--- src/rtl/lane_polarity_corrector_pkg.sv ---
// Shared lane-polarity definitions: FSM state encodings and the default training word.
// Used by both the transmit inverter and the receive corrector.
package lane_polarity_corrector_pkg;

    localparam logic [1:0] ST_IDLE   = 2'd0;
    localparam logic [1:0] ST_TRAIN  = 2'd1;
    localparam logic [1:0] ST_LOCKED = 2'd2;
    localparam logic [1:0] ST_ERROR  = 2'd3;

    localparam int         DEF_TRAIN_LEN     = 8;
    localparam logic [7:0] DEF_TRAIN_PATTERN = 8'b1011_0010;

endpackage

--- src/rtl/lane_pattern_matcher.sv ---
// One lane's training window: LSB-in shift register plus match/polarity flags
// computed on the window that includes the current bit.
module lane_pattern_matcher
    import lane_polarity_corrector_pkg::*;
#(
    parameter int                   TRAIN_LEN     = DEF_TRAIN_LEN,
    parameter logic [TRAIN_LEN-1:0] TRAIN_PATTERN = DEF_TRAIN_PATTERN
) (
    input  logic clk,
    input  logic rst_n,
    input  logic clr_i,
    input  logic shift_i,
    input  logic bit_i,
    output logic match_o,
    output logic pol_o
);

    logic [TRAIN_LEN-1:0] sr_q, sr_d, win;

    assign win = {sr_q[TRAIN_LEN-2:0], bit_i};

    always_comb begin
        sr_d = sr_q;
        if (clr_i)        sr_d = '0;
        else if (shift_i) sr_d = win;
    end

    always_ff @(posedge clk) begin
        if (!rst_n) sr_q <= '0;
        else        sr_q <= sr_d;
    end

    assign pol_o   = (win == ~TRAIN_PATTERN);
    assign match_o = (win == TRAIN_PATTERN) || pol_o;

endmodule

--- src/rtl/lane_polarity_corrector.sv ---
// Receive-side lane polarity corrector: learns the per-lane inversion mask from
// a training pattern, then XOR-corrects traffic. Optional LANE_POL_FORCE_EN adds a mask override.
module lane_polarity_corrector
    import lane_polarity_corrector_pkg::*;
#(
    parameter int                   LANES         = 4,
    parameter int                   TRAIN_LEN     = DEF_TRAIN_LEN,
    parameter logic [TRAIN_LEN-1:0] TRAIN_PATTERN = DEF_TRAIN_PATTERN,
    parameter int                   LOCK_COUNT    = 2,
    parameter int                   MAX_WINDOWS   = 8,
    parameter logic [LANES-1:0]     DEFAULT_MASK  = '0
) (
    input  logic             clk,
    input  logic             rst_n,
    input  logic             train_start,
`ifdef LANE_POL_FORCE_EN
    input  logic             force_en,
    input  logic [LANES-1:0] force_mask,
`endif
    input  logic [LANES-1:0] in_data,
    input  logic             in_valid,
    output logic [LANES-1:0] out_data,
    output logic             out_valid,
    output logic [LANES-1:0] pol_mask,
    output logic             locked,
    output logic             train_err
);

    localparam int                BEAT_W    = (TRAIN_LEN > 1) ? $clog2(TRAIN_LEN) : 1;
    localparam logic [BEAT_W-1:0] LAST_BEAT = BEAT_W'(TRAIN_LEN - 1);
    localparam logic [7:0]        MAXW      = 8'(MAX_WINDOWS);
    localparam logic [3:0]        LOCKC     = 4'(LOCK_COUNT);

    logic [1:0]        state_q, state_d;
    logic [BEAT_W-1:0] beat_cnt_q, beat_cnt_d;
    logic [7:0]        win_cnt_q, win_cnt_d;
    logic [3:0]        match_cnt_q, match_cnt_d;
    logic [LANES-1:0]  cand_q, cand_d;
    logic [LANES-1:0]  pol_mask_q, pol_mask_d;
    logic [LANES-1:0]  out_data_q;
    logic              out_valid_q;

    logic [LANES-1:0]  lane_match, lane_pol;
    logic              force_hit, restart, in_train, shift, eval, lock_hit, err_hit;

`ifdef LANE_POL_FORCE_EN
    assign force_hit = force_en;
`else
    assign force_hit = 1'b0;
`endif

    assign restart  = train_start && !force_hit;
    assign in_train = (state_q == ST_TRAIN);
    assign shift    = in_train && in_valid && !train_start && !force_hit;
    assign eval     = shift && (beat_cnt_q == LAST_BEAT);

    for (genvar g = 0; g < LANES; g++) begin : g_lane
        lane_pattern_matcher #(
            .TRAIN_LEN     (TRAIN_LEN),
            .TRAIN_PATTERN (TRAIN_PATTERN)
        ) u_match (
            .clk     (clk),
            .rst_n   (rst_n),
            .clr_i   (restart),
            .shift_i (shift),
            .bit_i   (in_data[g]),
            .match_o (lane_match[g]),
            .pol_o   (lane_pol[g])
        );
    end

    // Window bookkeeping; a zero run count means "no previous mask to agree with".
    always_comb begin
        beat_cnt_d  = beat_cnt_q;
        win_cnt_d   = win_cnt_q;
        match_cnt_d = match_cnt_q;
        cand_d      = cand_q;
        if (restart) begin
            beat_cnt_d  = '0;
            win_cnt_d   = '0;
            match_cnt_d = '0;
            cand_d      = '0;
        end else if (shift) begin
            beat_cnt_d = eval ? '0 : beat_cnt_q + 1'b1;
            if (eval) begin
                win_cnt_d = win_cnt_q + 8'd1;
                if (&lane_match) begin
                    cand_d      = lane_pol;
                    match_cnt_d = (match_cnt_q == 4'd0 || lane_pol == cand_q) ?
                                  match_cnt_q + 4'd1 : 4'd1;
                end else begin
                    match_cnt_d = '0;
                end
            end
        end
    end

    assign lock_hit = eval && (match_cnt_d == LOCKC);
    assign err_hit  = eval && !lock_hit && (win_cnt_d == MAXW);

    always_comb begin
        pol_mask_d = pol_mask_q;
`ifdef LANE_POL_FORCE_EN
        if (force_en)      pol_mask_d = force_mask;
        else if (lock_hit) pol_mask_d = lane_pol;
`else
        if (lock_hit)      pol_mask_d = lane_pol;
`endif
    end

    always_ff @(posedge clk) begin
        if (!rst_n) begin
            beat_cnt_q  <= '0;
            win_cnt_q   <= '0;
            match_cnt_q <= '0;
            cand_q      <= '0;
            pol_mask_q  <= DEFAULT_MASK;
        end else begin
            beat_cnt_q  <= beat_cnt_d;
            win_cnt_q   <= win_cnt_d;
            match_cnt_q <= match_cnt_d;
            cand_q      <= cand_d;
            pol_mask_q  <= pol_mask_d;
        end
    end

    // FSM: state register
    always_ff @(posedge clk) begin
        if (!rst_n) state_q <= ST_IDLE;
        else        state_q <= state_d;
    end

    // FSM: next state
    always_comb begin
        state_d = state_q;
        if (force_hit)        state_d = ST_LOCKED;
        else if (train_start) state_d = ST_TRAIN;
        else if (in_train) begin
            if (lock_hit)     state_d = ST_LOCKED;
            else if (err_hit) state_d = ST_ERROR;
        end
    end

    // FSM: outputs
    always_comb begin
        locked    = (state_q == ST_LOCKED);
        train_err = (state_q == ST_ERROR);
    end

    // Output register uses the mask as it stood before any same-edge update.
    always_ff @(posedge clk) begin
        if (!rst_n) begin
            out_data_q  <= '0;
            out_valid_q <= 1'b0;
        end else begin
            if (in_valid) out_data_q <= in_data ^ pol_mask_q;
            out_valid_q <= in_valid && (state_q == ST_IDLE || state_q == ST_LOCKED);
        end
    end

    assign out_data  = out_data_q;
    assign out_valid = out_valid_q;
    assign pol_mask  = pol_mask_q;

endmodule

--- config.mk ---
export PLATFORM = sky130hd
export DESIGN_NAME = lane_polarity_corrector
export DESIGN_NICKNAME = d
export VERILOG_FILES = /design/src/rtl/lane_polarity_corrector_pkg.sv /design/src/rtl/lane_pattern_matcher.sv /design/src/rtl/lane_polarity_corrector.sv
export SDC_FILE = /design/constraint.sdc
export NUM_CORES = 1
export LEC_CHECK = 0
export ABC_CLOCK_PERIOD_IN_PS = 2500
export CORE_AREA = 2 2 59 117
export CTS_CLUSTER_SIZE = 28
export DETAILED_ROUTE_END_ITERATION = 10
export DIE_AREA = 0 0 61 119
export HOLD_SLACK_MARGIN = 0.08
export PLACE_DENSITY = 0.66
export REMOVE_ABC_BUFFERS = 1
export SLEW_MARGIN = 20
export SYNTH_ARGS = -nofsm -noshare
export SYNTH_HDL_FRONTEND = slang
export SYNTH_SLANG_ARGS = --single-unit
--- constraint.sdc ---
create_clock -name clk -period 2.5 [get_ports clk]
set_clock_uncertainty 0.05 [all_clocks]
set_input_delay 0.25 -clock clk [delete_from_list [all_inputs] [get_ports clk]]
set_output_delay 0.25 -clock clk [all_outputs]
set_load 0.005 [all_outputs]
== Yosys cells after proc, flatten, opt, wreduce, memory -nomap -nowiden ==
Cells that the tools add are included.

* Bitwise gates (word level): 2
* Muxes and demuxes: 13
* Equality and inequality tests: 15
* Add/sub/neg operators: 3
* Reduce and logical (&&, ||, !) cells: 25

{| class="wikitable"
|+ Operator list
! kind !! number
|-
| equality test 8 x 7 -> 1 bit, second input constant || 4
|-
| equality test 8 bit, second input constant || 4
|-
| 2-to-1 mux 8 bit || 3
|-
| 2-to-1 mux 4 bit || 5
|-
| adder 8 x 1 -> 8 bit, second input constant || 1
|-
| equality test 8 x 4 -> 1 bit, second input constant || 1
|-
| logical AND 1 bit || 7
|-
| logical OR 1 bit || 6
|-
| AND reduction 6 bit || 1
|-
| adder 4 x 1 -> 4 bit, second input constant || 1
|-
| equality test 2 bit, second input constant || 2
|-
| equality test 4 x 2 -> 1 bit, second input constant || 1
|-
| equality test 4 bit || 1
|-
| zero test 4 bit || 1
|-
| 2-to-1 mux 2 bit || 2
|-
| AND reduction 2 bit || 2
|-
| AND reduction 4 bit || 1
|-
| nonzero test 2 bit || 2
|-
| bitwise XOR 4 bit || 1
|-
| adder 3 x 1 -> 3 bit, second input constant || 1
|-
| equality test 3 bit, second input constant || 1
|-
| 2-to-1 mux 3 bit || 1
|-
| nonzero test 3 bit || 1
|-
| equality test 2 x 1 -> 1 bit, second input constant || 1
|-
| other kinds (5) || 7
|}

* Bits of input ports: 8
* Output and inout bits: 11
* Word-level logic and storage cells: 71
* Register bits: 58

== Depth between registers and ports, before layout ==
Gate-level depths: netlist of the first run.

* Depth in word-level cells: 17
* Gate-level depth with buffers: 9
* Depth with buffers taken out: 8

== Modules after synthesis ==
Synthesis of the first run repeated with hierarchy kept, for this count alone.

* Cells, all modules: 293
* Area total of the unflattened synthesis: 2790.2 um^2

{| class="wikitable"
|+ By module, submodules not included
! module !! cells an instance !! instances !! area an instance (um^2)
|-
| lane_polarity_corrector || 177 || 1 || 1554.0
|-
| lane_pattern_matcher || 29 || 4 || 309.0
|}

== Least setup slack after synthesis of the first run ==
No wires, ideal clock.

* Path type: register -> register
* Start: register g_lane[0].u_match.sr_q[0]
* End: register state_q[1]
* Path slack: 0.257 ns
* Stages on the path, launching flop included: 8
* Buffers on the path: 0
* Arrival time: 2.071 ns
* Path through: dfxtp_1 > nand4b_2 > nor4_4 > xnor2_1 > a41oi_4 > a2bb2oi_2 > o311a_1 > a311o_1

* Word-level cells in the longest chain between the ends: 15
* Elaborated cells on any way between the ends: 19
* Classes of those cells: eq/ne (4); mux (6); reduce/logical (9)

{| class="wikitable"
|+ RTL lines
! item !! RTL line !! source
|-
| from (decl) || lane_pattern_matcher.sv:18 || <nowiki>logic [TRAIN_LEN-1:0] sr_q, sr_d, win;</nowiki>
|-
| from (signal assigned) || lane_pattern_matcher.sv:30 || <nowiki>else sr_q <= sr_d;</nowiki>
|-
| equality test 8 x 7 -> 1 bit || lane_pattern_matcher.sv:33 || <nowiki>assign pol_o = (win == ~TRAIN_PATTERN);</nowiki>
|-
| equality test 4 bit || lane_polarity_corrector.sv:89 || <nowiki>match_cnt_d = (match_cnt_q == 4'd0 || lane_pol == cand_q) ?</nowiki>
|-
| logical OR 1 bit || lane_polarity_corrector.sv:89 ||
|-
| 2-to-1 mux 4 bit || lane_polarity_corrector.sv:89 ||
|-
| 2-to-1 mux 4 bit * || lane_polarity_corrector.sv:87 || <nowiki>if (&lane_match) begin</nowiki>
|-
| 2-to-1 mux 4 bit * || lane_polarity_corrector.sv:85 || <nowiki>if (eval) begin</nowiki>
|-
| 2-to-1 mux 4 bit * || lane_polarity_corrector.sv:83 || <nowiki>end else if (shift) begin</nowiki>
|-
| 2-to-1 mux 4 bit * || lane_polarity_corrector.sv:78 || <nowiki>if (restart) begin</nowiki>
|-
| equality test 4 x 2 -> 1 bit * || lane_polarity_corrector.sv:98 || <nowiki>assign lock_hit = eval && (match_cnt_d == LOCKC);</nowiki>
|-
| logical AND 1 bit * || lane_polarity_corrector.sv:98 ||
|-
| zero test 1 bit || lane_polarity_corrector.sv:99 || <nowiki>assign err_hit = eval && !lock_hit && (win_cnt_d == MAXW);</nowiki>
|-
| logical AND 1 bit (2 in a row) || lane_polarity_corrector.sv:99 ||
|-
| nonzero test 2 bit (no line) || - ||
|-
| AND reduction 2 bit (no line) || - ||
|-
| to (signal assigned) || lane_polarity_corrector.sv:130 || <nowiki>else state_q <= state_d;</nowiki>
|-
| to (decl) || lane_polarity_corrector.sv:34 || <nowiki>logic [1:0] state_q, state_d;</nowiki>
|}

Every way passes the cells marked *; elsewhere a longest branch is shown, timed or not.
A chain may end at the register's enable or synchronous reset.

== Worst setup path in the final report of the first run ==
* Start: register g_lane[3].u_match.sr_q[0]
* End: register state_q[1]

* Word-level cells in the longest chain between the ends: 15
* Elaborated cells on any way between the ends: 19
* Classes of those cells: eq/ne (4); mux (6); reduce/logical (9)

{| class="wikitable"
|+ RTL lines
! item !! RTL line
|-
| from (decl) || lane_pattern_matcher.sv:18
|-
| from (signal assigned) || lane_pattern_matcher.sv:30
|-
| equality test 8 x 7 -> 1 bit || lane_pattern_matcher.sv:33
|-
| equality test 4 bit || lane_polarity_corrector.sv:89
|-
| logical OR 1 bit || lane_polarity_corrector.sv:89
|-
| 2-to-1 mux 4 bit || lane_polarity_corrector.sv:89
|-
| 2-to-1 mux 4 bit * || lane_polarity_corrector.sv:87
|-
| 2-to-1 mux 4 bit * || lane_polarity_corrector.sv:85
|-
| 2-to-1 mux 4 bit * || lane_polarity_corrector.sv:83
|-
| 2-to-1 mux 4 bit * || lane_polarity_corrector.sv:78
|-
| equality test 4 x 2 -> 1 bit * || lane_polarity_corrector.sv:98
|-
| logical AND 1 bit * || lane_polarity_corrector.sv:98
|-
| zero test 1 bit || lane_polarity_corrector.sv:99
|-
| logical AND 1 bit (2 in a row) || lane_polarity_corrector.sv:99
|-
| nonzero test 2 bit (no line) || -
|-
| AND reduction 2 bit (no line) || -
|}

Marks and branches as above.

==> load_flow_metrics.sql, run 1 <==
INSERT INTO impl_metrics (metric_group, metric, value, unit) VALUES
('yosys', 'asyncSetResetFlopFracSynth', '0', '%'),
('setup_path', 'reg2reg_from', 'g_lane[3].u_match.sr_q[0]', ''),
('sta', 'max_freq', '0.424', 'GHz'),
('clock_tree', 'clock_insertion_delay_worst_skew', '0.33', 'ns'),
('yosys', 'post-synth-top-area-fraction', '41.5', '%'),
('routing', 'wl', '6220', 'µm'),
('grt', 'first_global_vias', '2358', ''),
('routing', 'vias', '2415', ''),
('grt', 'grt-ovfl-total', '0', ''),
('min_path', 'worst_hold_path_type', 'primary input to flip-flop', ''),
('routing', 'post_dr_wirelength_cell', '13.4', 'µm'),
('clock_tree', 'cts-buffers-inserted', '9', ''),
('min_path', 'hold_path.startpoint', 'in_data[3]', ''),
('cells_and_area', 'antenna_cells_inserted', '0', ''),
('routing', 'drtIter0Drc', '168', ''),
('placement', 'finalWeightedCongestion', '0.896', ''),
('die', 'dieHeight', '119', 'µm'),
('yosys', 'yosys_warnings', '0', ''),
('cells_and_area', 'layout.filler_cells', '605', ''),
('routing', 'detail_route.vias_per_cell', '5.22', ''),
('grt', 'grt_util_all_layers', '19.3', '%'),
('sta', 'fin_max_slew_vios', '0', ''),
('cells_and_area', 'nNetsFinal', '383', ''),
('pwr', 'cellPowerDensity', '673', 'nW/µm²'),
('pwr', 'total_leakage_power', '1.32', 'nW'),
('routing', 'final_antenna_net_count', '0', ''),
('grt', 'maximum_number_of_pins_on_one_net_before_global_route_repair', '46', ''),
('placement', 'portBuffers', '18', ''),
('setup_path', 'critPathLaunch', 'g_lane[3].u_match.sr_q[0]', ''),
('clock_tree', 'tritoncts', 'built', ''),
('clock_tree', 'path_clk_slew', '0.05', 'ns'),
('sta', 'worstMarginPinSlew', '0.472', 'ns'),
('yosys', 'synth_top_cells_by_area', 'dfxtp_1 (42%), nand2_1 (11%), a21oi_1 (6.4%), xnor2_1 (3.8%), nor4_4 (3.0%)', ''),
('yosys', 'synth-seq-cells', '58', ''),
('sta', 'slew-limit-headroom', '68.5', '%'),
('setup_path', 'reg2reg_setup_slack', '0.14', 'ns'),
('clock_tree', 'cts_hold_buffers', '0', ''),
('sta', 'finalHoldViolCount', '0', ''),
('yosys', 'yosysMostFrequentCell', 'nand2_1', ''),
('yosys', 'ys_top_cells_by_count', 'nand2_1 (83), dfxtp_1 (58), a21oi_1 (36), nor2_1 (17), clkbuf_1 (13)', ''),
('cells_and_area', 'drive_above_1_share', '17.6', '%'),
('clock_tree', 'clock_tree.htree_level_count', '3', ''),
('yosys', 'synth_cell_types', '48', ''),
('flow_run', 'max-cap-violations', '0', ''),
('setup_path', 'worstReg2RegEnd', 'state_q[1]', ''),
('setup_path', 'r2r_cell_count', '8', ''),
('yosys', 'synth.yosys.seq_area_share', '41.5', '%'),
('yosys', 'post_synth_instance_area', '2800', 'µm²'),
('grt', 'grt_antenna_before_repair', '0', ''),
('setup_path', 'critPathMaxFanout', '5', ''),
('die', 'floorplan.initialDensity', '43.3', '%'),
('die', 'floorplan.core_area', '6460', 'µm²'),
('sta', 'fin_crit', '2.36', 'ns'),
('die', 'floorplan.rows', '42', ''),
('yosys', 'synth_edf_count', '0', ''),
('min_path', 'min_delay_path_depth', '3', ''),
('die', 'io-pin-count', '19', ''),
('setup_path', 'cp-end-kind', 'flip-flop', ''),
('grt', 'grt_pass1_wl', '10500', 'µm'),
('cells_and_area', 'area_growth', '30.6', '%'),
('setup_path', 'worstSetupPathType', 'flip-flop to flip-flop', ''),
('sta', 'final-setup-viol-count', '0', ''),
('setup_path', 'timing.critical_path.required', '2.67', 'ns'),
('yosys', 'synth.avg_cell_area', '8.63', 'µm²'),
('pwr', 'totalPowerFinal', '0.00246', 'W'),
('die', 'floorplan.die_area', '7260', 'µm²'),
('clock_tree', 'clock-root-buffer', 'clkbuf_16', ''),
('min_path', 'hold_end', 'g_lane[3].u_match.sr_q[0]', ''),
('clock_tree', 'clkSinkCount', '58', ''),
('pwr', 'vdd.ir_drop.worst', '0.396', 'mV'),
('die', 'die_w', '61', 'µm'),
('placement', 'place.detailed.hpwl', '4520', 'µm'),
('routing', 'dr.pass1.iters', '4', ''),
('outcome', 'status', 'completed', ''),
('routing', 'route.detailed.drc', '0', ''),
('setup_path', 'crit_path_start_kind', 'flip-flop', ''),
('clock_tree', 'cts_buffer_depth', '2', ''),
('sta', 'fin_crit_sh', '94.4', '%'),
('yosys', 'postSynthCellCount', '324', ''),
('setup_path', 'worst-endpoint-arrival', '2.53', 'ns'),
('sta', 'rsz0062_at_grt', 'false', ''),
('yosys', 'synth-main-ff-cell', 'dfxtp_1', ''),
('sta', 'fin_tns_setup', '0', 'ns'),
('yosys', 'synthDominantAreaCellType', 'dfxtp_1', '');
[cell usage in the layout (no fill, tap or decap), types with 5 or more instances in the layout]
master | Yosys | layout
nand2_1 | 83 | 83
nor3_1 | 6 | 6
nand3_1 | 7 | 7
a21oi_1 | 36 | 36
nor4_1 | 5 | 5
xor2_1 | 6 | 6
xnor2_1 | 12 | 11
mux2i_1 | 8 | 8
ha_1 | 5 | 5
dfxtp_1 | 58 | 58
buf_4 | 0 | 33
clkbuf_16 | 0 | 9
nor2_1 | 17 | 17
clkdlybuf4s50_1 | 0 | 17
[metrics by stage]
step / util, % / setup slack (ns) / std cells / cell area (µm²) / hold WS, ns
2_1_floorplan: - / -1.98 / 308 / 2740 / 0.328
3_3_place_gp: 50.8 / -0.145 / 446 / 3280 / 0.392
3_5_place_dp: 50.8 / -0.208 / 446 / 3280 / 0.406
4_1_cts: 56.2 / 0.145 / 462 / 3630 / 0.423
5_1_grt: 56.5 / 0.00569 / 463 / 3650 / 0.219
6_report: 56.5 / 0.140 / 463 / 3650 / 0.194
[routing by layer]
metal | vias to the layer above | part of all wire [%] | track usage [%]
met2 | 32 | 53 | 32.1
li1 | 1225 | - | -
met3 | 9 | 2.9 | 5.65
met4 | 0 | 2.3 | 9.38
met5 | - | 0 | 0
met1 | 1149 | 42 | 21.4
[timing repair]
| action | 4_1_cts | 5_1_grt |
|---|---|---|
| setup buffers | 0 | 1 |
| gates resized for setup | 0 | 4 |
| endpoints found under the setup margin | 0 | 1 |
[layout make-up]
type	instances	area, µm²	area share, %
clock buffers	11	253	6.92
clock inverters	5	100	2.74
inverters	3	11.3	0.308
multi-input cells	247	1590	43.5
flip-flops and latches	58	1160	31.8
well taps	88	110	3.01
repair buffers	51	430	11.8
[registers in the layout (all words and copies together), names as in the netlist]
signal               flops
state_q                  2
match_cnt_q              4
out_valid                1
out_data                 4
pol_mask                 4
cand_q                   4
win_cnt_q                8
beat_cnt_q               3
g_lane.u_match.sr_q     28
[kinds of logic (layout without fill, tap and decap cells)]
kind of cell	count (synthesis)	after routing	synth area share, %
xor+xnor	18	18	5.64
compound gates	58	58	14.8
fa+ha+maj	5	5	2.24
mux	8	8	2.86
simple gates	158	158	30.3
buf+inv	19	70	2.64
flops	58	58	41.5
[power breakdown]
group	internal, W	total (W)	switching (W)	leakage [nW]
registers	0.000934	0.000939	0.00000500	0.469
logic	0.0000421	0.0000890	0.0000469	0.678
clock network	0.00102	0.00143	0.000410	0.176
total	0.00200	0.00246	0.000462	1.32
[worst max path at each step]
stage                     slack, ns  cells past startpoint    endpoint
after detailed placement      -0.21                      9  state_q[1]
after floorplan               -1.98                      7  state_q[1]
final                          0.14                      8  state_q[1]
after CTS                      0.15                      9  state_q[1]
after global routing          0.006                      8  state_q[1]
after global placement        -0.14                      9  state_q[1]
[worst max-delay path: stages, from the launching register on]
cell       delay (ns)
dfxtp_1          0.33
nand4bb_1        0.22
nor4_4           0.33
buf_4            0.17
o22a_2           0.19
nand4_1          0.12
a2bb2oi_2        0.18
o311a_1          0.35
a311o_1          0.31
Power figures use the tool's default switching activity.
==> run 2, diff against run 1 <==
--- a/config.mk
+++ b/config.mk
@@ -6,12 +6,12 @@
 export NUM_CORES = 1
 export LEC_CHECK = 0
 export ABC_CLOCK_PERIOD_IN_PS = 2500
-export CORE_AREA = 2 2 59 117
+export CORE_AREA = 2 2 63 124
 export CTS_CLUSTER_SIZE = 28
 export DETAILED_ROUTE_END_ITERATION = 10
-export DIE_AREA = 0 0 61 119
+export DIE_AREA = 0 0 65 126
 export HOLD_SLACK_MARGIN = 0.08
-export PLACE_DENSITY = 0.66
+export PLACE_DENSITY = 0.6
 export REMOVE_ABC_BUFFERS = 1
 export SLEW_MARGIN = 20
 export SYNTH_ARGS = -nofsm -noshare
==> run 2 against run 1 <==
- final cell count is 0.86% higher
- design area fell by 0.27%
- clock-buffer cell count grew 3
- die area is 13% higher
- register-to-register slack about the same
- non-clock buffer count unchanged
- total power fell by 8.7%
- via count up 0.79%
- sequential power about the same
- worst setup slack got worse by 0.038 ns
- fmax is 1.6% lower
- sequential share of layout area increased by 0.087 points
- critical path type is now primary input to flip-flop
- critical endpoint unchanged
- highest routed layer unchanged
==> load_flow_metrics.sql, run 2 (same netlist as run 1, synthesis figures left out) <==
INSERT INTO impl_metrics (metric_group, metric, value, unit) VALUES
('flow_run', 'max-cap-violations', '0', ''),
('cells_and_area', 'area_growth', '30.2', '%'),
('placement', 'numPlacedInstances', '449', ''),
('cells_and_area', 'layout.cells.most_common_list', 'nand2_1 (83), dfxtp_1 (58), a21oi_1 (36)', ''),
('setup_path', 'crit_path_start_kind', 'primary input', ''),
('sta', 'max_freq', '0.417', 'GHz'),
('routing', 'final_antenna_net_count', '0', ''),
('placement', 'place.detailed.hpwl', '4820', 'µm'),
('routing', 'detail_route.vias_per_cell', '5.21', ''),
('routing', 'route.detailed.drc', '0', ''),
('cells_and_area', 'stdcell_count', '467', ''),
('sta', 'fin_crit_sh', '95.9', '%'),
('cells_and_area', 'top_regs', 'g_lane.u_match.sr_q: 28 flops, win_cnt_q: 8 flops', ''),
('pwr', 'cellPowerDensity', '616', 'nW/µm²'),
('sta', 'rsz0062_at_grt', 'false', ''),
('sta', 'fin_crit', '2.40', 'ns'),
('setup_path', 'worstSetupPathType', 'primary input to flip-flop', ''),
('sta', 'slew-limit-headroom', '67.3', '%'),
('sta', 'final-setup-viol-count', '0', ''),
('grt', 'grt_util_all_layers', '18.5', '%'),
('setup_path', 'timing.critical_path.required', '2.66', 'ns'),
('die', 'die_w', '65', 'µm'),
('cells_and_area', 'antenna_cells_inserted', '0', ''),
('setup_path', 'worst-endpoint-arrival', '2.56', 'ns'),
('setup_path', 'critPathMaxFanout', '4', ''),
('sta', 'worstMarginPinSlew', '0.491', 'ns'),
('outcome', 'status', 'completed', ''),
('clock_tree', 'path_clk_slew', '0.05', 'ns'),
('routing', 'wl', '6640', 'µm'),
('setup_path', 'cp-end-kind', 'flip-flop', ''),
('routing', 'drtIter0Drc', '111', ''),
('die', 'io-pin-count', '19', ''),
('die', 'floorplan.initialDensity', '38.8', '%'),
('routing', 'dr.pass1.iters', '5', ''),
('cells_and_area', 'largest_register_ffs', '28', ''),
('die', 'floorplan.core_area', '7210', 'µm²'),
('sta', 'final.hold.worst_slack', '0.407', 'ns'),
('cells_and_area', 'mostFrequentLayoutCell', 'nand2_1', ''),
('min_path', 'worst_hold_path_type', 'flip-flop to flip-flop', ''),
('clock_tree', 'cts-buffers-inserted', '9', ''),
('grt', 'maximum_number_of_pins_on_one_net_before_global_route_repair', '46', ''),
('grt', 'grt_pass1_wl', '11600', 'µm'),
('cells_and_area', 'final_util', '50.5', '%'),
('clock_tree', 'cts_buffer_depth', '2', ''),
('cells_and_area', 'registers.top_by_ff_count', 'g_lane.u_match.sr_q', ''),
('die', 'floorplan.rows', '44', ''),
('clock_tree', 'clock-root-buffer', 'clkbuf_16', ''),
('cells_and_area', 'drive_above_1_share', '17.1', '%'),
('grt', 'first_global_vias', '2482', ''),
('routing', 'post_dr_wirelength_cell', '14.2', 'µm'),
('pwr', 'total_leakage_power', '1.31', 'nW'),
('clock_tree', 'clkSinkCount', '58', ''),
('grt', 'grt_antenna_before_repair', '0', ''),
('placement', 'portBuffers', '18', ''),
('pwr', 'vdd.ir_drop.worst', '0.462', 'mV'),
('pwr', 'totalPowerFinal', '0.00225', 'W'),
('placement', 'finalWeightedCongestion', '0.835', ''),
('clock_tree', 'clock_tree.htree_level_count', '3', ''),
('sta', 'fin_max_slew_vios', '0', ''),
('clock_tree', 'clock_insertion_delay_worst_skew', '0.33', 'ns'),
('cells_and_area', 'nNetsFinal', '383', ''),
('routing', 'vias', '2434', ''),
('die', 'dieHeight', '126', 'µm'),
('sta', 'fin_tns_setup', '0', 'ns'),
('clock_tree', 'cts_hold_buffers', '0', ''),
('clock_tree', 'tritoncts', 'built', ''),
('sta', 'finalHoldViolCount', '0', ''),
('die', 'floorplan.die_area', '8190', 'µm²'),
('grt', 'grt-ovfl-total', '0', '');
[run 2: final cells by class]
type | instances | area (µm²)
repair buffers | 51 | 453
fillers | 680 | 3570
clock inverters | 2 | 35.0
inverters | 3 | 11.3
flip-flops and latches | 58 | 1160
well taps | 92 | 115
clock buffers | 14 | 264
multi-input cells | 247 | 1600
[run 2: final timing paths]
check	to	from	cells past startpoint	slack, ns
setup / recovery	state_q[1]	in_data[3]	10	0.10
setup reg to reg	state_q[1]	g_lane[0].u_match.sr_q[0]	9	0.14
hold / removal	beat_cnt_q[2]	beat_cnt_q[2]	2	0.41
hold reg to reg	beat_cnt_q[2]	beat_cnt_q[2]	2	0.41
[run 2: power breakdown]
part / switching (W) / internal [W] / total [W]
Combinational: 0.0000489 / 0.0000439 / 0.0000928
Sequential: 0.00000509 / 0.000934 / 0.000939
Clock: 0.000391 / 0.000822 / 0.00121
Total: 0.000445 / 0.00180 / 0.00225
[run 2: per-stage QoR]
| step | setup slack, ns | instance area (µm²) |
|---|---|---|
| detailed placement | -0.226 | 3300 |
| finish | 0.102 | 3640 |
| floorplan | -1.98 | 2740 |
| CTS | 0.111 | 3600 |
| global placement | -0.203 | 3300 |
| global route | 0.00130 | 3640 |
[run 2: timing repair]
item | in CTS | in global routing
endpoints found under the setup margin | 0 | 2
gates resized for setup | 0 | 5
hold endpoints to repair | 0 | 0
setup buffers | 0 | 2
[run 2: critical path, stage by stage]
cell and delay [ns]:
clkdlybuf4s50_1 0.43, buf_4 0.15, nand4bb_1 0.16, nor4_1 0.37
o22a_1 0.23, buf_4 0.13, nand2_1 0.09, a221oi_4 0.28
nor4_4 0.11, a311o_1 0.36
[run 2: per-layer routing]
layer	wire length [µm]	vias to the layer above	track usage, %
met3	191	24	4.38
met5	0	-	0
met4	363	0	13.4
met1	2420	1139	18.3
met2	3660	44	32.5
li1	-	1227	-
==> run 3, diff against run 2 <==
--- a/config.mk
+++ b/config.mk
@@ -5,11 +5,11 @@
 export SDC_FILE = /design/constraint.sdc
 export NUM_CORES = 1
 export LEC_CHECK = 0
-export ABC_CLOCK_PERIOD_IN_PS = 2500
-export CORE_AREA = 2 2 63 124
+export ABC_CLOCK_PERIOD_IN_PS = 2900
+export CORE_AREA = 4 4 65 126
 export CTS_CLUSTER_SIZE = 28
 export DETAILED_ROUTE_END_ITERATION = 10
-export DIE_AREA = 0 0 65 126
+export DIE_AREA = 0 0 69 130
 export HOLD_SLACK_MARGIN = 0.08
 export PLACE_DENSITY = 0.6
 export REMOVE_ABC_BUFFERS = 1
==> constraint.sdc (replaced) <==
create_clock -name clk -period 2.9 [get_ports clk]
set_clock_uncertainty 0.05 [all_clocks]
set_input_delay 0.29 -clock clk [delete_from_list [all_inputs] [get_ports clk]]
set_output_delay 0.29 -clock clk [all_outputs]
set_load 0.005 [all_outputs]
==> run 3 against run 2 <==
- first-iteration DRC count grew 4.5%
- total power is 18% lower
- clock-buffer cell count decreased by 2
- design area is 4.8% lower
- utilization fell by 2.8 points
- final cell count fell by 3.0%
- register-to-register slack better by 0.37 ns
- clock power shrank 22%
- sequential share of layout area up 1.6 points
- critical path depth shrank 2
- critical path type unchanged
- largest cell class unchanged
- largest power group unchanged
==> load_flow_metrics.sql, run 3 (same netlist as run 1, synthesis figures left out) <==
INSERT INTO impl_metrics (metric_group, metric, value, unit) VALUES
('outcome', 'status', 'completed', ''),
('cells_and_area', 'mostFrequentLayoutCell', 'nand2_1', ''),
('routing', 'dr.pass1.iters', '5', ''),
('setup_path', 'reg2reg_setup_slack', '0.51', 'ns'),
('routing', 'route.detailed.drc', '0', ''),
('setup_path', 'critPathLaunch', 'in_data[0]', ''),
('cells_and_area', 'registers.top_by_ff_count', 'g_lane.u_match.sr_q', ''),
('grt', 'first_global_vias', '2356', ''),
('clock_tree', 'path_clk_slew', '0.05', 'ns'),
('clock_tree', 'ctsResizeCount', '0', ''),
('pwr', 'clkPwrFrac', '51.7', '%'),
('clock_tree', 'clkSinkCount', '58', ''),
('setup_path', 'reg2reg_from', 'g_lane[0].u_match.sr_q[0]', ''),
('cells_and_area', 'layout.cells.most_common_list', 'nand2_1 (83), dfxtp_1 (58), a21oi_1 (36)', ''),
('pwr', 'switching_share', '20.8', '%'),
('routing', 'final_antenna_net_count', '0', ''),
('pwr', 'total_leakage_power', '1.22', 'nW'),
('sta', 'max_freq', '0.411', 'GHz'),
('pwr', 'switching_power', '0.000381', 'W'),
('setup_path', 'worstSetupPathType', 'primary input to flip-flop', ''),
('sta', 'worstMarginPinSlew', '0.607', 'ns'),
('pwr', 'cellPowerDensity', '529', 'nW/µm²'),
('die', 'dieHeight', '130', 'µm'),
('setup_path', 'r2r_cell_count', '7', ''),
('clock_tree', 'clock-root-buffer', 'clkbuf_16', ''),
('placement', 'place.detailed.hpwl', '4730', 'µm'),
('die', 'floorplan.die_area', '8970', 'µm²'),
('placement', 'postPlaceCellArea', '3200', 'µm²'),
('routing', 'drtIter0Drc', '116', ''),
('setup_path', 'setup.worst_path.end', 'state_q[1]', ''),
('setup_path', 'timing.critical_path.required', '3.06', 'ns'),
('setup_path', 'worstReg2RegEnd', 'state_q[1]', ''),
('routing', 'detail_route.vias_per_cell', '5.28', ''),
('clock_tree', 'cts_setup_buffers', '0', ''),
('flow_run', 'max-cap-violations', '0', ''),
('sta', 'fin_max_slew_vios', '0', ''),
('die', 'io-pin-count', '19', ''),
('clock_tree', 'tritoncts', 'built', ''),
('cells_and_area', 'antenna_cells_inserted', '0', ''),
('setup_path', 'critPathMaxFanout', '4', ''),
('min_path', 'worst_hold_path_type', 'flip-flop to flip-flop', ''),
('cells_and_area', 'nNetsFinal', '370', ''),
('grt', 'grt_antenna_before_repair', '0', ''),
('clock_tree', 'clock_insertion_delay_worst_skew', '0.32', 'ns'),
('grt', 'grt_pass1_wl', '11200', 'µm'),
('die', 'floorplan.initialDensity', '38.5', '%'),
('sta', 'finalHoldViolCount', '0', ''),
('cells_and_area', 'area_growth', '23.9', '%'),
('cells_and_area', 'stdcell_area', '3470', 'µm²'),
('grt', 'grt-ovfl-total', '0', ''),
('cells_and_area', 'stdcell_count', '453', ''),
('cells_and_area', 'drive_above_1_share', '13.3', '%'),
('setup_path', 'crit_path_start_kind', 'primary input', ''),
('sta', 'fin_crit', '2.44', 'ns'),
('clock_tree', 'cts-buffers-inserted', '9', ''),
('routing', 'wl', '6540', 'µm'),
('clock_tree', 'cts_buffer_depth', '2', ''),
('placement', 'finalWeightedCongestion', '0.805', ''),
('setup_path', 'worst-endpoint-arrival', '2.59', 'ns'),
('min_path', 'hold_path.startpoint', 'beat_cnt_q[1]', ''),
('pwr', 'vdd.ir_drop.worst', '0.320', 'mV'),
('cells_and_area', 'top_regs', 'g_lane.u_match.sr_q: 28 flops, win_cnt_q: 8 flops', ''),
('routing', 'post_dr_wirelength_cell', '14.4', 'µm'),
('die', 'floorplan.core_area', '7270', 'µm²'),
('sta', 'slew-limit-headroom', '59.5', '%'),
('sta', 'fin_crit_sh', '84.0', '%'),
('sta', 'final-setup-viol-count', '0', ''),
('pwr', 'pwr-share-comb', '4.1', '%'),
('pwr', 'internal_power', '0.00145', 'W'),
('clock_tree', 'cts_hold_buffers', '0', ''),
('placement', 'portBuffers', '18', ''),
('clock_tree', 'clock_tree.htree_level_count', '3', ''),
('sta', 'rsz0062_at_grt', 'false', ''),
('placement', 'numPlacedInstances', '438', ''),
('die', 'die_w', '69', 'µm'),
('grt', 'grt_util_all_layers', '15.8', '%'),
('setup_path', 'cp-end-kind', 'flip-flop', ''),
('die', 'floorplan.rows', '44', ''),
('grt', 'maximum_number_of_pins_on_one_net_before_global_route_repair', '46', ''),
('pwr', 'seqPwrFrac', '44.1', '%'),
('cells_and_area', 'largest_register_ffs', '28', ''),
('routing', 'vias', '2394', '');
-- run 3: routing by layer --
layer | GRT usage (%) | vias up | wire [µm] | share of wire (%)
met1 | 16.9 | 1125 | 2630 | 40
met5 | 0 | - | 0 | 0
li1 | - | 1202 | - | -
met4 | 10.9 | 0 | 307 | 4.7
met2 | 28.0 | 48 | 3440 | 53
met3 | 3.01 | 19 | 168 | 2.6
-- run 3: power by group through the flow --
stage          clock, W  sequential (W)  combinational (W)
3_5_place_dp          0        0.000825          0.0000777
2_1_floorplan         0        0.000825          0.0000260
3_3_place_gp          0        0.000825          0.0000778
5_1_grt         0.00102        0.000809          0.0000842
4_1_cts        0.000979        0.000809          0.0000778
6_report       0.000949        0.000810          0.0000761
-- run 3: cell type report --
class	instances	area (µm²)
clock inverter	3	15.0
timing repair buffer	38	330
tap	92	115
clock buffer	12	256
fill	732	3800
sequential	58	1160
multi-input combinational	247	1580
inverter	3	11.3
-- run 3: worst max-delay path, stage by stage --
cell and delay [ns]:
clkdlybuf4s50_1 0.49, nand4b_2 0.13, nor4_4 0.32, xnor2_1 0.25
a41oi_4 0.23, a2bb2oi_2 0.23, o311a_1 0.34, a311o_1 0.31
-- run 3: how the worst min path moves through the flow --
stage,to,cells past startpoint
floorplan,match_cnt_q[1],1
global placement,beat_cnt_q[2],2
detailed placement,beat_cnt_q[2],2
CTS,beat_cnt_q[1],2
global route,g_lane[0].u_match.sr_q[6],2
finish,beat_cnt_q[1],2
-- run 3: metrics by stage --
stage	util (%)	worst slack [ns]	power (W)	hold WS [ns]	TNS, ns
2_1_floorplan	-	-1.58	0.000851	0.368	-31.45
3_3_place_gp	44.0	0.152	0.000903	0.393	0
3_5_place_dp	44.0	0.126	0.000903	0.405	0
4_1_cts	47.7	0.454	0.00187	0.417	0
5_1_grt	47.7	0.340	0.00191	0.446	0
6_report	47.7	0.464	0.00183	0.412	0
==> RTL edit 1: new RTL, config.mk and constraints of run 1 <==
Put a register stage on the output `locked`, without a reset. The value now appears one clock later. The other outputs are not delayed to match.
--- a/src/rtl/lane_polarity_corrector.sv
+++ b/src/rtl/lane_polarity_corrector.sv
@@ -30,6 +30,8 @@
     localparam logic [BEAT_W-1:0] LAST_BEAT = BEAT_W'(TRAIN_LEN - 1);
     localparam logic [7:0]        MAXW      = 8'(MAX_WINDOWS);
     localparam logic [3:0]        LOCKC     = 4'(LOCK_COUNT);
+
+    logic locked_d;
 
     logic [1:0]        state_q, state_d;
     logic [BEAT_W-1:0] beat_cnt_q, beat_cnt_d;
@@ -143,7 +145,7 @@
 
     // FSM: outputs
     always_comb begin
-        locked    = (state_q == ST_LOCKED);
+        locked_d  = (state_q == ST_LOCKED);
         train_err = (state_q == ST_ERROR);
     end
 
@@ -162,5 +164,9 @@
     assign out_valid = out_valid_q;
     assign pol_mask  = pol_mask_q;
 
+    always_ff @(posedge clk) begin
+        locked <= locked_d;
+    end
+
 endmodule
 
Behaviour: same outputs for any inputs over 10 cycles, from zero or initial values and one cycle with rst_n low; that may be too few to reach the edited logic, so the function may still have changed.
==> RTL edit 1 against run 1 <==
  * Area after synthesis is 0.72% higher
  * Power shrank 4.2%
  * Setup slack better by 52 ps
  * Global-route usage increased by 0.16 points
  * Worst hold slack better by 220 ps
  * Die area is the same
  * Final cell count rose by 0.65%
  * Design area up 0.34%
  * Synthesized cell count is 0.31% higher
  * Sequential cell count rose by 1
  * Sequential share of layout area increased by 0.44 points
  * Routed wire length shrank 2.2%
  * Utilization up 0.19 points
==> RTL edit 1: results (changes against run 1) <==
pwr:
  leakage_uw: 0.00133  # +0.23%
  max-vdd-ir-drop_v: 0.000523  # +32%
cts:
  cts_buffer_depth: 2  # unchanged
logic_synthesis:
  synthMuxAreaShare_pct: 2.84  # -0.020 points
  synthAdderAreaFrac_pct: 2.22  # -0.016 points
  synth_compound_area_share_pct: 14.7  # -0.11 points
  synthTopCellsByArea: "dfxtp_1 (42%), nand2_1 (11%), a21oi_1 (6.4%)"
  synth_commonest_cells: "nand2_1 (83), dfxtp_1 (59), a21oi_1 (36)"
  synth_xor_area_share_pct: 5.60  # -0.040 points
  yosysSeqAreaShare_pct: 41.9  # +0.42 points
critical_path:
  worst_path_max_delay_cell: "clkdlybuf4s50_1"
  critPathMaxStageDelay_ps: 510  # +160 ps
cells_and_area:
  top_regs: "g_lane.u_match.sr_q x28, win_cnt_q x8"
  layout.nets: 386  # +0.78%
  layout-drive-gt1-share_pct: 17.5  # -0.14 points
place:
  hpwl_um: 4410  # -2.5%
  placedInstanceArea_um2: 3320  # +1.3%
global_routing:
  grt_pass1_vias: 2318  # -1.7%
  grt_pass1_wl_um: 10500  # +0.19%
  grt_usage_pct: 19.4  # +0.16 points
timing:
  relSlewSlack_pct: 69.6  # +1.1 points
run_status:
  outcome: "complete, no violations"
route:
  vias: 2402  # -0.54%
  wl_um: 6080  # -2.2%
  drt_iter0_drc: 106  # -37%
hold_path:
  hp-class: "reg2reg"
==> RTL edit 1: cell types whose count changed in the layout (fill, tap and decap cells not counted), sizes merged <==
| cell | before | now |
|---|---|---|
| buf | 33 | 35 |
| bufinv | 3 | 2 |
| clkbuf | 11 | 12 |
| clkdlybuf4s50 | 17 | 18 |
| dfxtp | 58 | 59 |
| dlymetal6s2s | 1 | 0 |
==> RTL edit 1: cell type report <==
class                      instances  area [µm²]  share of cell area (%)
sequential                        59        1180                    32.2
clock buffer                      12         246                    6.72
tap                               88         110                    3.00
clock inverter                     4        73.8                    2.01
timing repair buffer              53         443                    12.1
multi-input combinational        247        1600                    43.7
inverter                           3        11.3                   0.307
==> RTL edit 1: timing repair <==
action / 4_1_cts / 5_1_grt
hold buffers: 0 / 0
endpoints found under the setup margin: 0 / 4
resized for setup: 0 / 3
==> RTL edit 1: worst paths after layout <==
kind / startpoint / end / slack, ps / cells after the start
max: in_valid / state_q[1] / 190 / 9
min: beat_cnt_q[1] / beat_cnt_q[1] / 410 / 2
max reg2reg: g_lane[0].u_match.sr_q[0] / pol_mask[3] / 220 / 9
min reg2reg: beat_cnt_q[1] / beat_cnt_q[1] / 410 / 2
==> RTL edit 1: metrics by stage <==
stage	std cells	setup slack, ps
after CTS	466	145
after detailed placement	450	-206
after global placement	450	-112
after global routing	466	0.992
after floorplan	309	-1980
final	466	192
==> RTL edit 1: worst reg2reg max path, cell delays in order (launching register included) <==
cell and delay, ps:
dfxtp_1 320, nand4b_2 230, nor4_4 330, xnor2_2 190, a41oi_4 190, a2bb2oi_2 200
buf_4 140, nor4_4 160, buf_4 200, mux2i_1 190
==> RTL edit 1: layer usage <==
metal	part of all wire, %	track usage, %	routed length [µm]
met1	43	22.9	2610
met2	51	30.6	3130
met3	3.0	5.97	180
met4	2.6	10.2	159
met5	0	0	0
==> RTL edit 1: cells by family after synthesis <==
logic type	after synthesis
flip-flops	59
multiplexers	8
XOR/XNOR	18
adder cells (fa/ha/maj)	5
AO/OA/AOI/OAI	58
AND/OR/NAND/NOR	158
buffers and inverters	19
==> RTL edit 1: where the power goes <==
group | total [µW] | internal (µW) | leakage [µW] | switching, µW
Combinational | 88.1 | 41.7 | 0.000692 | 46.4
Clock | 1310 | 898 | 0.000157 | 416
Sequential | 955 | 950 | 0.000477 | 5.06
==> RTL edit 2: new RTL, flow settings as in run 1 <==
Made on the original files. Build with the macro `LANE_POL_FORCE_EN` defined.
--- a/src/rtl/lane_polarity_corrector.sv
+++ b/src/rtl/lane_polarity_corrector.sv
@@ -1,5 +1,7 @@
 // Receive-side lane polarity corrector: learns the per-lane inversion mask from
 // a training pattern, then XOR-corrects traffic. Optional LANE_POL_FORCE_EN adds a mask override.
+`define LANE_POL_FORCE_EN
+
 module lane_polarity_corrector
     import lane_polarity_corrector_pkg::*;
 #(
Ports: changed (added force_en and force_mask); port bits go from 19 to 24. The function was not compared with the original's and may differ.
==> RTL edit 2 against run 1 <==
  * Non-clock buffer count fell by 2
  * Setup slack improved by 9.2 ps
  * Via count is 3.9% higher
  * Power fell by 3.0%
  * Largest power group unchanged
  * Sequential cell count is the same
  * Largest cell class unchanged
  * Combinational power rose by 35%
  * Routed wire length is 4.9% higher
  * Design area decreased by 2.3%
  * Global-route usage is 1.0 points higher
  * Utilization fell by 1.3 points
  * First-iteration DRC count decreased by 39%
  * Sequential share of layout area up 0.76 points
  * Area after synthesis down 1.3%
==> RTL edit 2: results (changes against run 1) <==
run_status:
  outcome: "complete, no violations"
global_routing:
  use_met3_pct: 6.30  # +0.65 points
  grt_usage_pct: 20.3  # +1.0 points
  antenna_found_initial: 0  # unchanged
  met2_usage_pct: 32.7  # +0.67 points
  globalRouteMet1Util_pct: 23.9  # +2.5 points
  grt_max_degree: 33  # -28%
  grt_pass1_vias: 2433  # +3.2%
cells_and_area:
  fin_util_pct: 55.2  # -1.3 points
  layout-drive-gt1-share_pct: 15.7  # -1.9 points
  nFillCells: 602  # -0.50%
  layout.cells.non_filler: 464  # +0.22%
  layout.nets: 390  # +1.8%
logic_synthesis:
  syn-instance-count: 327  # +0.93%
  yosysSeqAreaShare_pct: 42.0  # +0.53 points
  synth_commonest_cells: "nand2_1 (80), dfxtp_1 (58), a21oi_1 (43)"
  synth_cell_types: 56  # +17%
  synthAdderAreaFrac_pct: 2.26  # +0.028 points
  synthTopCellsByArea: "dfxtp_1 (42%), nand2_1 (11%), a21oi_1 (7.8%)"
  synth_compound_area_share_pct: 19.0  # +4.2 points
  synthMuxAreaShare_pct: 0.725  # -2.1 points
  synth_xor_area_share_pct: 3.49  # -2.1 points
cts:
  path_clk_slew_ps: 50  # about the same
timing:
  worst-slew-pin-transition_ps: 427  # -45.1 ps
  setup_slack_ps: 149  # +9.24 ps
place:
  portBuffers: 23  # +5
  routabilityCongestion: 0.893  # -0.26%
  placedInstanceArea_um2: 3240  # -1.2%
  pre_cts_slack_ps: -146  # +62.1 ps
critical_path:
  worstPathArrival_ps: 2520  # about the same
  r2r_end: "state_q[1]"
  critPathMaxStageDelay_ps: 370  # +20 ps
  worst_path_max_delay_cell: "dfxtp_1"
  cp-startpoint: "g_lane[1].u_match.sr_q[4]"
pwr:
  power_density_nw_per_um2: 669  # -0.70%
  leakage_uw: 0.00124  # -6.1%
  switchingPower_uw: 461  # -0.14%
  max-vdd-ir-drop_v: 0.000478  # +21%
route:
  vias: 2510  # +3.9%
  drt_iter0_drc: 103  # -39%
  avgRoutedWirePerCell_um: 14.1  # +4.7%
hold_path:
  hp-start: "beat_cnt_q[1]"
-- RTL edit 2: changes by cell type in the layout (fill, tap and decap cells not counted), moves of 4 or more --
cell / before / now
a21oi_1: 36 / 43
buf_4: 33 / 26
clkdlybuf4s50_1: 17 / 23
mux2i_1: 8 / 2
a311oi_1: 0 / 5
inv_1: 3 / 7
nand4bb_1: 4 / 0
nor2_1: 17 / 13
nor4_4: 4 / 0
o21ai_0: 3 / 7
xnor2_1: 11 / 7
-- RTL edit 2: timing repair --
| item | 4_1_cts | 5_1_grt |
|---|---|---|
| setup endpoints to repair | 0 | 1 |
| hold buffers | 0 | 0 |
| gates resized for setup | 0 | 1 |
| endpoints found under the hold margin | 0 | 0 |
| setup buffers | 0 | 0 |
-- RTL edit 2: cell families (layout without fill, tap and decap cells) --
group / after synthesis / count (layout)
buffers and inverters: 22 / 71
AOI/OAI and AO/OA: 79 / 79
DFF: 58 / 58
muxes: 2 / 2
adders and majority gates: 5 / 5
and+or+nand+nor: 150 / 150
xor gates and xnor gates: 11 / 11
-- RTL edit 2: power by group through the flow --
stage | clock (µW) | sequential [µW] | combinational [µW]
after floorplan | 0 | 967 | 41.2
after global placement | 0 | 967 | 117
after detailed placement | 0 | 968 | 119
after CTS | 1340 | 949 | 121
after global routing | 1380 | 950 | 131
final | 1320 | 950 | 120
-- RTL edit 2: worst max-delay path, delay by kind of cell (launching register included) --
kind	cells	cell delay [ps]
buffers and inverters	1	190
and+or+nand+nor	4	1010
DFF	1	370
AOI/OAI and AO/OA	3	620
-- RTL edit 2: cell type report --
type | instances | area share [%]
Clock buffer | 13 | 7.29
Clock inverter | 2 | 1.68
Inverter | 7 | 0.736
Multi-Input combinational cell | 247 | 42.7
Sequential cell | 58 | 32.5
Tap cell | 88 | 3.09
Timing Repair Buffer | 49 | 11.9
-- RTL edit 2: metal layers --
layer,wire length [µm],share of wire [%],vias up
met5,0,0,-
met4,133,2.0,0
met3,314,4.8,13
met2,3280,50,61
met1,2800,43,1183
li1,-,-,1253
-- RTL edit 2: how the worst min path moves through the flow --
stage / depth (start not counted) / slack (ps) / to
2_1_floorplan: 1 / 270 / state_q[0]
3_3_place_gp: 2 / 390 / beat_cnt_q[2]
3_5_place_dp: 2 / 400 / cand_q[1]
4_1_cts: 2 / 410 / beat_cnt_q[1]
5_1_grt: 2 / 440 / g_lane[1].u_match.sr_q[6]
6_report: 2 / 410 / beat_cnt_q[1]
